$ cat src/rtl/reset_release_seq.sv
// Power-up / recovery sequencer: PHY reset hold, lock wait, calibration, core release.
// A bounded retry policy ends in a sticky lockout that only a reset clears.
module reset_release_seq #(
  parameter int unsigned PHY_HOLD     = 16,
  parameter int unsigned LOCK_TIMEOUT = 1024,
  parameter int unsigned CAL_TIMEOUT  = 4096,
  parameter int unsigned MAX_RETRY    = 3
) (
  input  logic       clk,
  input  logic       async_reset_n_i,
  input  logic       reset_i,
  input  logic       phy_locked_i,
  input  logic       cal_done_i,
  output logic       phy_reset_o,
  output logic       cal_start_o,
  output logic       core_reset_o,
  output logic       ready_o,
  output logic       fault_o,
  output logic [3:0] retries_o
);

  typedef enum logic [2:0] {
    PHY_RST,
    WAIT_LOCK,
    CAL,
    CORE_REL,
    RUN,
    FAULT,
    LOCKOUT
  } state_e;

  // Terminal counts are the last cycle spent in a state (counter starts at 0).
  localparam logic [15:0] HOLD_LAST = 16'(PHY_HOLD - 1);
  localparam logic [15:0] LOCK_LAST = 16'(LOCK_TIMEOUT - 1);
  localparam logic [15:0] CAL_LAST  = 16'(CAL_TIMEOUT - 1);

  state_e      state_q, state_d;
  logic [15:0] cnt_q, cnt_d;
  logic [3:0]  retries_q, retries_d;
  logic [3:0]  retries_inc;
  logic [1:0]  sync_q;
  logic        lock;

  logic phy_reset_q, phy_reset_d;
  logic cal_start_q, cal_start_d;
  logic core_reset_q, core_reset_d;
  logic ready_q, ready_d;
  logic fault_q, fault_d;

  assign lock = sync_q[1];

  // NOTE: sequential state is always assigned with <= so every flop samples
  // pre-edge values; blocking here would create order-dependent simulation.
  always_ff @(posedge clk or negedge async_reset_n_i) begin
    if (!async_reset_n_i) begin
      sync_q <= 2'b00;
    end else if (reset_i) begin
      sync_q <= 2'b00;
    end else begin
      sync_q <= {sync_q[0], phy_locked_i};
    end
  end

  // NOTE: every combinational output gets a default before the case so no
  // path leaves it unassigned, which would infer a latch.
  always_comb begin
    state_d     = state_q;
    retries_d   = retries_q;
    retries_inc = (retries_q == 4'hF) ? 4'hF : retries_q + 4'd1;

    unique case (state_q)
      PHY_RST: begin
        if (cnt_q == HOLD_LAST) state_d = WAIT_LOCK;
      end
      WAIT_LOCK: begin
        if (lock)                   state_d = CAL;
        else if (cnt_q == LOCK_LAST) state_d = FAULT;
      end
      CAL: begin
        // Losing lock restarts the PHY; done is ignored on the start cycle.
        if (!lock)                               state_d = PHY_RST;
        else if ((cnt_q != 16'd0) && cal_done_i) state_d = CORE_REL;
        else if (cnt_q == CAL_LAST)              state_d = FAULT;
      end
      CORE_REL: state_d = RUN;
      RUN: begin
        if (!lock) state_d = PHY_RST;
      end
      FAULT: begin
        retries_d = retries_inc;
        state_d   = (32'(retries_inc) <= MAX_RETRY) ? PHY_RST : LOCKOUT;
      end
      LOCKOUT: state_d = LOCKOUT;
      default: state_d = PHY_RST;
    endcase

    if (reset_i) begin
      state_d   = PHY_RST;
      retries_d = 4'd0;
    end

    if (reset_i || (state_d != state_q)) begin
      cnt_d = 16'd0;
    end else begin
      cnt_d = (cnt_q == 16'hFFFF) ? cnt_q : cnt_q + 16'd1;
    end

    // Outputs are decoded from the next state so the registers line up with it.
    phy_reset_d  = (state_d == PHY_RST) || (state_d == FAULT) || (state_d == LOCKOUT);
    core_reset_d = (state_d != RUN);
    ready_d      = (state_d == RUN);
    fault_d      = (state_d == LOCKOUT);
    cal_start_d  = (state_d == CAL) && (state_q != CAL);
  end

  always_ff @(posedge clk or negedge async_reset_n_i) begin
    if (!async_reset_n_i) begin
      state_q      <= PHY_RST;
      cnt_q        <= 16'd0;
      retries_q    <= 4'd0;
      phy_reset_q  <= 1'b1;
      cal_start_q  <= 1'b0;
      core_reset_q <= 1'b1;
      ready_q      <= 1'b0;
      fault_q      <= 1'b0;
    end else begin
      state_q      <= state_d;
      cnt_q        <= cnt_d;
      retries_q    <= retries_d;
      phy_reset_q  <= phy_reset_d;
      cal_start_q  <= cal_start_d;
      core_reset_q <= core_reset_d;
      ready_q      <= ready_d;
      fault_q      <= fault_d;
    end
  end

  assign phy_reset_o  = phy_reset_q;
  assign cal_start_o  = cal_start_q;
  assign core_reset_o = core_reset_q;
  assign ready_o      = ready_q;
  assign fault_o      = fault_q;
  assign retries_o    = retries_q;

endmodule

$ cat config.mk
export PLATFORM = sky130hd
export DESIGN_NAME = reset_release_seq
export DESIGN_NICKNAME = d
export VERILOG_FILES = /design/src/rtl/reset_release_seq.sv
export SDC_FILE = /design/constraint.sdc
export NUM_CORES = 1
export LEC_CHECK = 0
export BUFFER_PORTS_ARGS = -buffer_cell sky130_fd_sc_hd__buf_2
export CORE_UTILIZATION = 25
export DETAILED_ROUTE_END_ITERATION = 8
export PLACE_DENSITY = 0.49
export SYNTH_ARGS = -nofsm -noshare
export SYNTH_HDL_FRONTEND = slang
export SYNTH_SLANG_ARGS = --single-unit
$ cat constraint.sdc
create_clock -name clk -period 2.3 [get_ports clk]
set_input_delay 0.23 -clock clk [delete_from_list [all_inputs] [get_ports clk]]
set_output_delay 0.23 -clock clk [all_outputs]
set_load 0.02 [all_outputs]
Word level (Yosys, flattened, before mapping). Index checks and enable logic that the tools add are counted.

Register bits after elaboration: 30. Input bits: 5. Output and inout bits: 9. Logic and storage cells: 56.

Add/subtract/negate cells: 2. Order comparisons: 1. Eq/ne operators: 19. Mux-type cells: 16. Reduce and logical (&&, ||, !) cells: 9.

Operator list (count): 2-to-1 mux 16 bit (2); 2-to-1 mux 3 bit (9); one-hot mux 3 bit (7 select lines) (1); == test 3 bit (second input constant) (6); adder 16 x 1 -> 16 bit (second input constant) (1); == test 16 x 10 -> 1 bit (second input constant) (1); == test 16 x 12 -> 1 bit (second input constant) (1); == test 16 bit (second input constant) (1); == test 16 x 4 -> 1 bit (second input constant) (1); nonzero test 16 bit (1); 2-to-1 mux 4 bit (3); == test 3 x 2 -> 1 bit (second input constant) (3); logical NOT 3 bit (2); adder 4 x 1 -> 4 bit (second input constant) (1); == test 4 bit (second input constant) (1); <= comparator 4 x 2 -> 1 bit (second input constant) (1); == test 3 x 1 -> 1 bit (second input constant) (1); logical OR 1 bit (3); inequality test 3 x 2 -> 1 bit (second input constant) (1); inequality test 3 bit (1); inequality test 3 bit (second input constant) (1); logical AND 1 bit (2); 2-to-1 mux 2 bit (1); inequality test 2 bit (second input constant) (1); nonzero test 2 bit (1).

Logic depth before layout (Yosys ltp).
Depth in word-level cells: 9. Gate-level depth with buffers: 9. Depth with buffers taken out: 8.

Worst setup path after synthesis. OpenSTA, ideal clock, no wires.

Kind: flip-flop to flip-flop. Start: register cnt_q[13]. End: register cnt_q[13]. Setup time: 0.120 ns. Arrival time: 2.268 ns. Data required time: 2.180 ns. Path slack: -0.089 ns. Stages on the path, launching flop included: 9. Path buffers: 2. Clock period less this slack: 2.389 ns. Cells stage by stage: dfrtp_1 buf_6 or4_1 or4_4 a21oi_2 a211oi_4 xnor2_4 buf_12 nor2_2.

Word-level cells in the longest chain between the ends: 9.

Ends and longest elaborated chain: start, declared (RTL line 38) `logic [15:0] cnt_q, cnt_d;`; start signal, assigned (RTL line 128) `cnt_q <= cnt_d;`; == test 16 x 12 -> 1 bit / nonzero test 16 bit (equally long branches) (RTL line 83, 82); 2-to-1 mux 3 bit / logical AND 1 bit (equally long branches) (RTL line 83, 82); 2-to-1 mux 3 bit (RTL line 82) `else if ((cnt_q != 16'd0) && cal_done_i) state_d = CORE_REL;`; 2-to-1 mux 3 bit (RTL line 81) `if (!lock) state_d = PHY_RST;`; one-hot mux 3 bit (7 select lines) (RTL line 71) `unique case (state_q)`; 2-to-1 mux 3 bit (RTL line 97) `if (reset_i) begin`; inequality test 3 bit (RTL line 102) `if (reset_i || (state_d != state_q)) begin`; logical OR 1 bit (RTL line 102); inequality test 2 bit (no source line) / 2-to-1 mux 16 bit (equally long branches).

Several ways; a longest one is shown, not always the timed one. The select of a mux whose other input is x is not followed. A chain may end at the register's enable or synchronous reset.

Final worst setup path.
Start: register cnt_q[13]. End: register cnt_q[14].

Same word-level chain as after synthesis.

==> reports/metrics.cfg <==
[run_status]
status = complete, but fails checks
violations = negative hold slack, negative setup slack

[setup_path]
reg2reg_slack_ns = -0.05
path_delay_family = simple AND/OR/NAND/NOR gates
worstSetupPathType = reg2reg
arrival_ns = 2.52
cp_cell_sequence = or4_4 > or4_4 > buf_6 > a211oi_4 > a211oi_4 > nor3b_2
cp_max_fo = 8
end_kind = flip-flop
crit_required_ns = 2.47
crit_path_top_delay_cell = or4_4
cp-startpoint = cnt_q[13]
max_stage_delay_ns = 0.55
path_buf_inv = 1
r2r-start = cnt_q[13]
cp-start-kind = flip-flop

[synthesis]
syn_nets = 196
ys.flop_type = dfrtp_1
syn_avg_cell_area_um2 = 9.80
synth.largest_area_cell = dfrtp_1
yosysMostFrequentCell = dfrtp_1
async_reset_ff_frac = 1.00
synth_top_cell_area_share = 0.380
synth_area_um2 = 1840
ys_seq_area_frac = 0.409
synthTopCellsByArea = dfrtp_1 (38%), nor3b_1 (4.1%), xor2_1 (3.8%)
synth_edf_count = 0
synth_seq_cells = 30
synth_cell_types = 52
netlist_top_cells_count = dfrtp_1 (28), nand2_1 (14), nor2_1 (12)
yosysWarnings = 0
syn-instance-count = 188

[timing]
fmax_mhz = 425
slew_violations = 0
fin_ws_ns = -0.0544
grt_setup_unrepaired = yes
setup_viol = 10
slew_headroom = 0.485
skew_ns = 0.0129
worst_pin_slew_ns = 0.765
whs_ns = -0.0166
hold_viol = 23
fin_crit_sh = 1.02
fin_crit_ns = 2.35

[global_route]
grt_pass1_wl_um = 7560
grt.overflow.total = 0
antenna_found_initial = 0
track_usage = 0.129
grt_max_degree = 31
grt_pass1_vias = 1531

[cells_and_area]
drive_gt1_frac = 0.394
diodes = 0
finalNetCount = 243
syn2layout_area_growth_pct = 35.8

[job]
maxCapViolations = 0

[route]
via_per_inst = 4.83
wl_met1_um = 2140
wire_per_inst_um = 14.0
first_pass_iters = 4
via_count = 1604
top_layer_used = met4
wl_met3_um = 215
ant_nets = 0
drtIter0Drc = 124
wl_met2_um = 2170
drc = 0
routed_wl_um = 4660

[clock_tree]
path_clk_slew_ns = 0.07
clk_latency_ns = 0.30
ctsHoldBuffers = 0
clockRootBuffer = clkbuf_8
cts_buffers = 5
h-tree-depth = 2
clock_sink_count = 30
cts_buffer_depth = 2
cts_tree = yes

[pwr]
powerDensity_nw_per_um2 = 477
ir_worst_vdd_mv = 0.218
p_int_uw = 921
seqPwrFrac = 0.452
power_mw = 1.19
sw_frac_of_total = 0.228
p_switching_uw = 272
p_leak_nw = 1.06
p_comb_frac = 0.071
power_frac_clock = 0.477

[die]
dieArea_um2 = 7710
die_x_um = 87.8
rows = 30
initial_core_util = 0.265
die_height_um = 87.8
coreArea_um2 = 6940
io_pins = 14

[placed_design]
io_buffers = 13
routabilityCongestion = 0.783
place_hpwl_um = 3090
place_ws_ns = -0.343

[hold_path]
min-delay-path-class = in2async

metal layers:
metal / track usage / up-vias
li1: - / 777
met5: 0 / -
met3: 0.0236 / 12
met2: 0.199 / 53
met1: 0.173 / 762
met4: 0.0656 / 0
cell families after synthesis:
kind of cell / synth area share
AND/OR/NAND/NOR: 0.318
XOR/XNOR: 0.0673
buffers and inverters: 0.0421
multiplexers: 0.0163
AO/OA/AOI/OAI: 0.127
flip-flops: 0.409
adder cells (fa/ha/maj): 0.0204
final cells by class:
| cell class | count | area [µm²] |
|---|---|---|
| Clock buffer | 7 | 86.3 |
| Clock inverter | 1 | 30.0 |
| Fill cell | 693 | 4440 |
| Inverter | 5 | 18.8 |
| Multi-Input combinational cell | 147 | 1150 |
| Sequential cell | 30 | 753 |
| Tap cell | 96 | 120 |
| Timing Repair Buffer | 46 | 345 |
state kept, by name, summed over array words and instances, names as in the netlist:
register	flops
cal_start_o	1
cnt_q	16
core_reset_o	1
fault_o	1
phy_reset_o	1
ready_o	1
retries_o	4
state_q	3
sync_q	2
timing repair:
| item | in CTS | in global routing |
|---|---|---|
| setup endpoints to repair | 19 | 21 |
| gates cloned | 1 | 0 |
| buffers inserted | 1 | 1 |
| gates resized for setup | 6 | 15 |
| pin swaps | 6 | 7 |
power by group through the flow:
stage	Combinational [mW]	Sequential (mW)	Clock, mW
3_3_place_gp	0.0688	0.549	0
5_1_grt	0.0951	0.540	0.613
4_1_cts	0.0793	0.539	0.589
2_1_floorplan	0.0346	0.548	0
6_report	0.0849	0.539	0.569
3_5_place_dp	0.0701	0.549	0
through the flow:
step | util | cells | hold slack [ns] | TNS [ns] | cell area, µm²
floorplan | - | 188 | -0.0656 | 0 | 1850
CTS | 0.347 | 331 | 0.00462 | -0.0388 | 2410
detailed placement | 0.323 | 321 | 0.328 | -4.56 | 2240
finish | 0.360 | 332 | -0.0166 | -0.278 | 2500
global route | 0.360 | 332 | 0.0309 | -1.29 | 2500
global placement | 0.323 | 321 | 0.315 | -2.29 | 2240
path summary, 6_finish.rpt:
kind	end	cells after the start
max in group asynchronous	cnt_q[2]	1
setup / recovery	cnt_q[14]	6
min in group clk	sync_q[0]	2
hold reg to reg	sync_q[1]	1
setup reg to reg	cnt_q[14]	6
hold / removal	ready_o	1
cell usage in the layout (no fill, tap or decap), types with 3 or more instances in the layout:
master and instances:
a211oi_4 4, a31oi_1 3, and3_1 3, buf_2 13
buf_4 29, clkbuf_8 6, dfrtp_1 28, ha_1 3
inv_1 4, mux2i_1 3, nand2_1 12, nand2b_1 4
nand3_1 8, nand4_1 9, nor2_1 11, nor2_2 10
nor2b_1 3, nor3_1 3, nor3b_1 7, nor3b_2 3
nor4_1 4, o211ai_1 3, o21ai_0 6, xnor2_1 3
xor2_1 8
No activity file was read; power rests on OpenSTA's default activity.
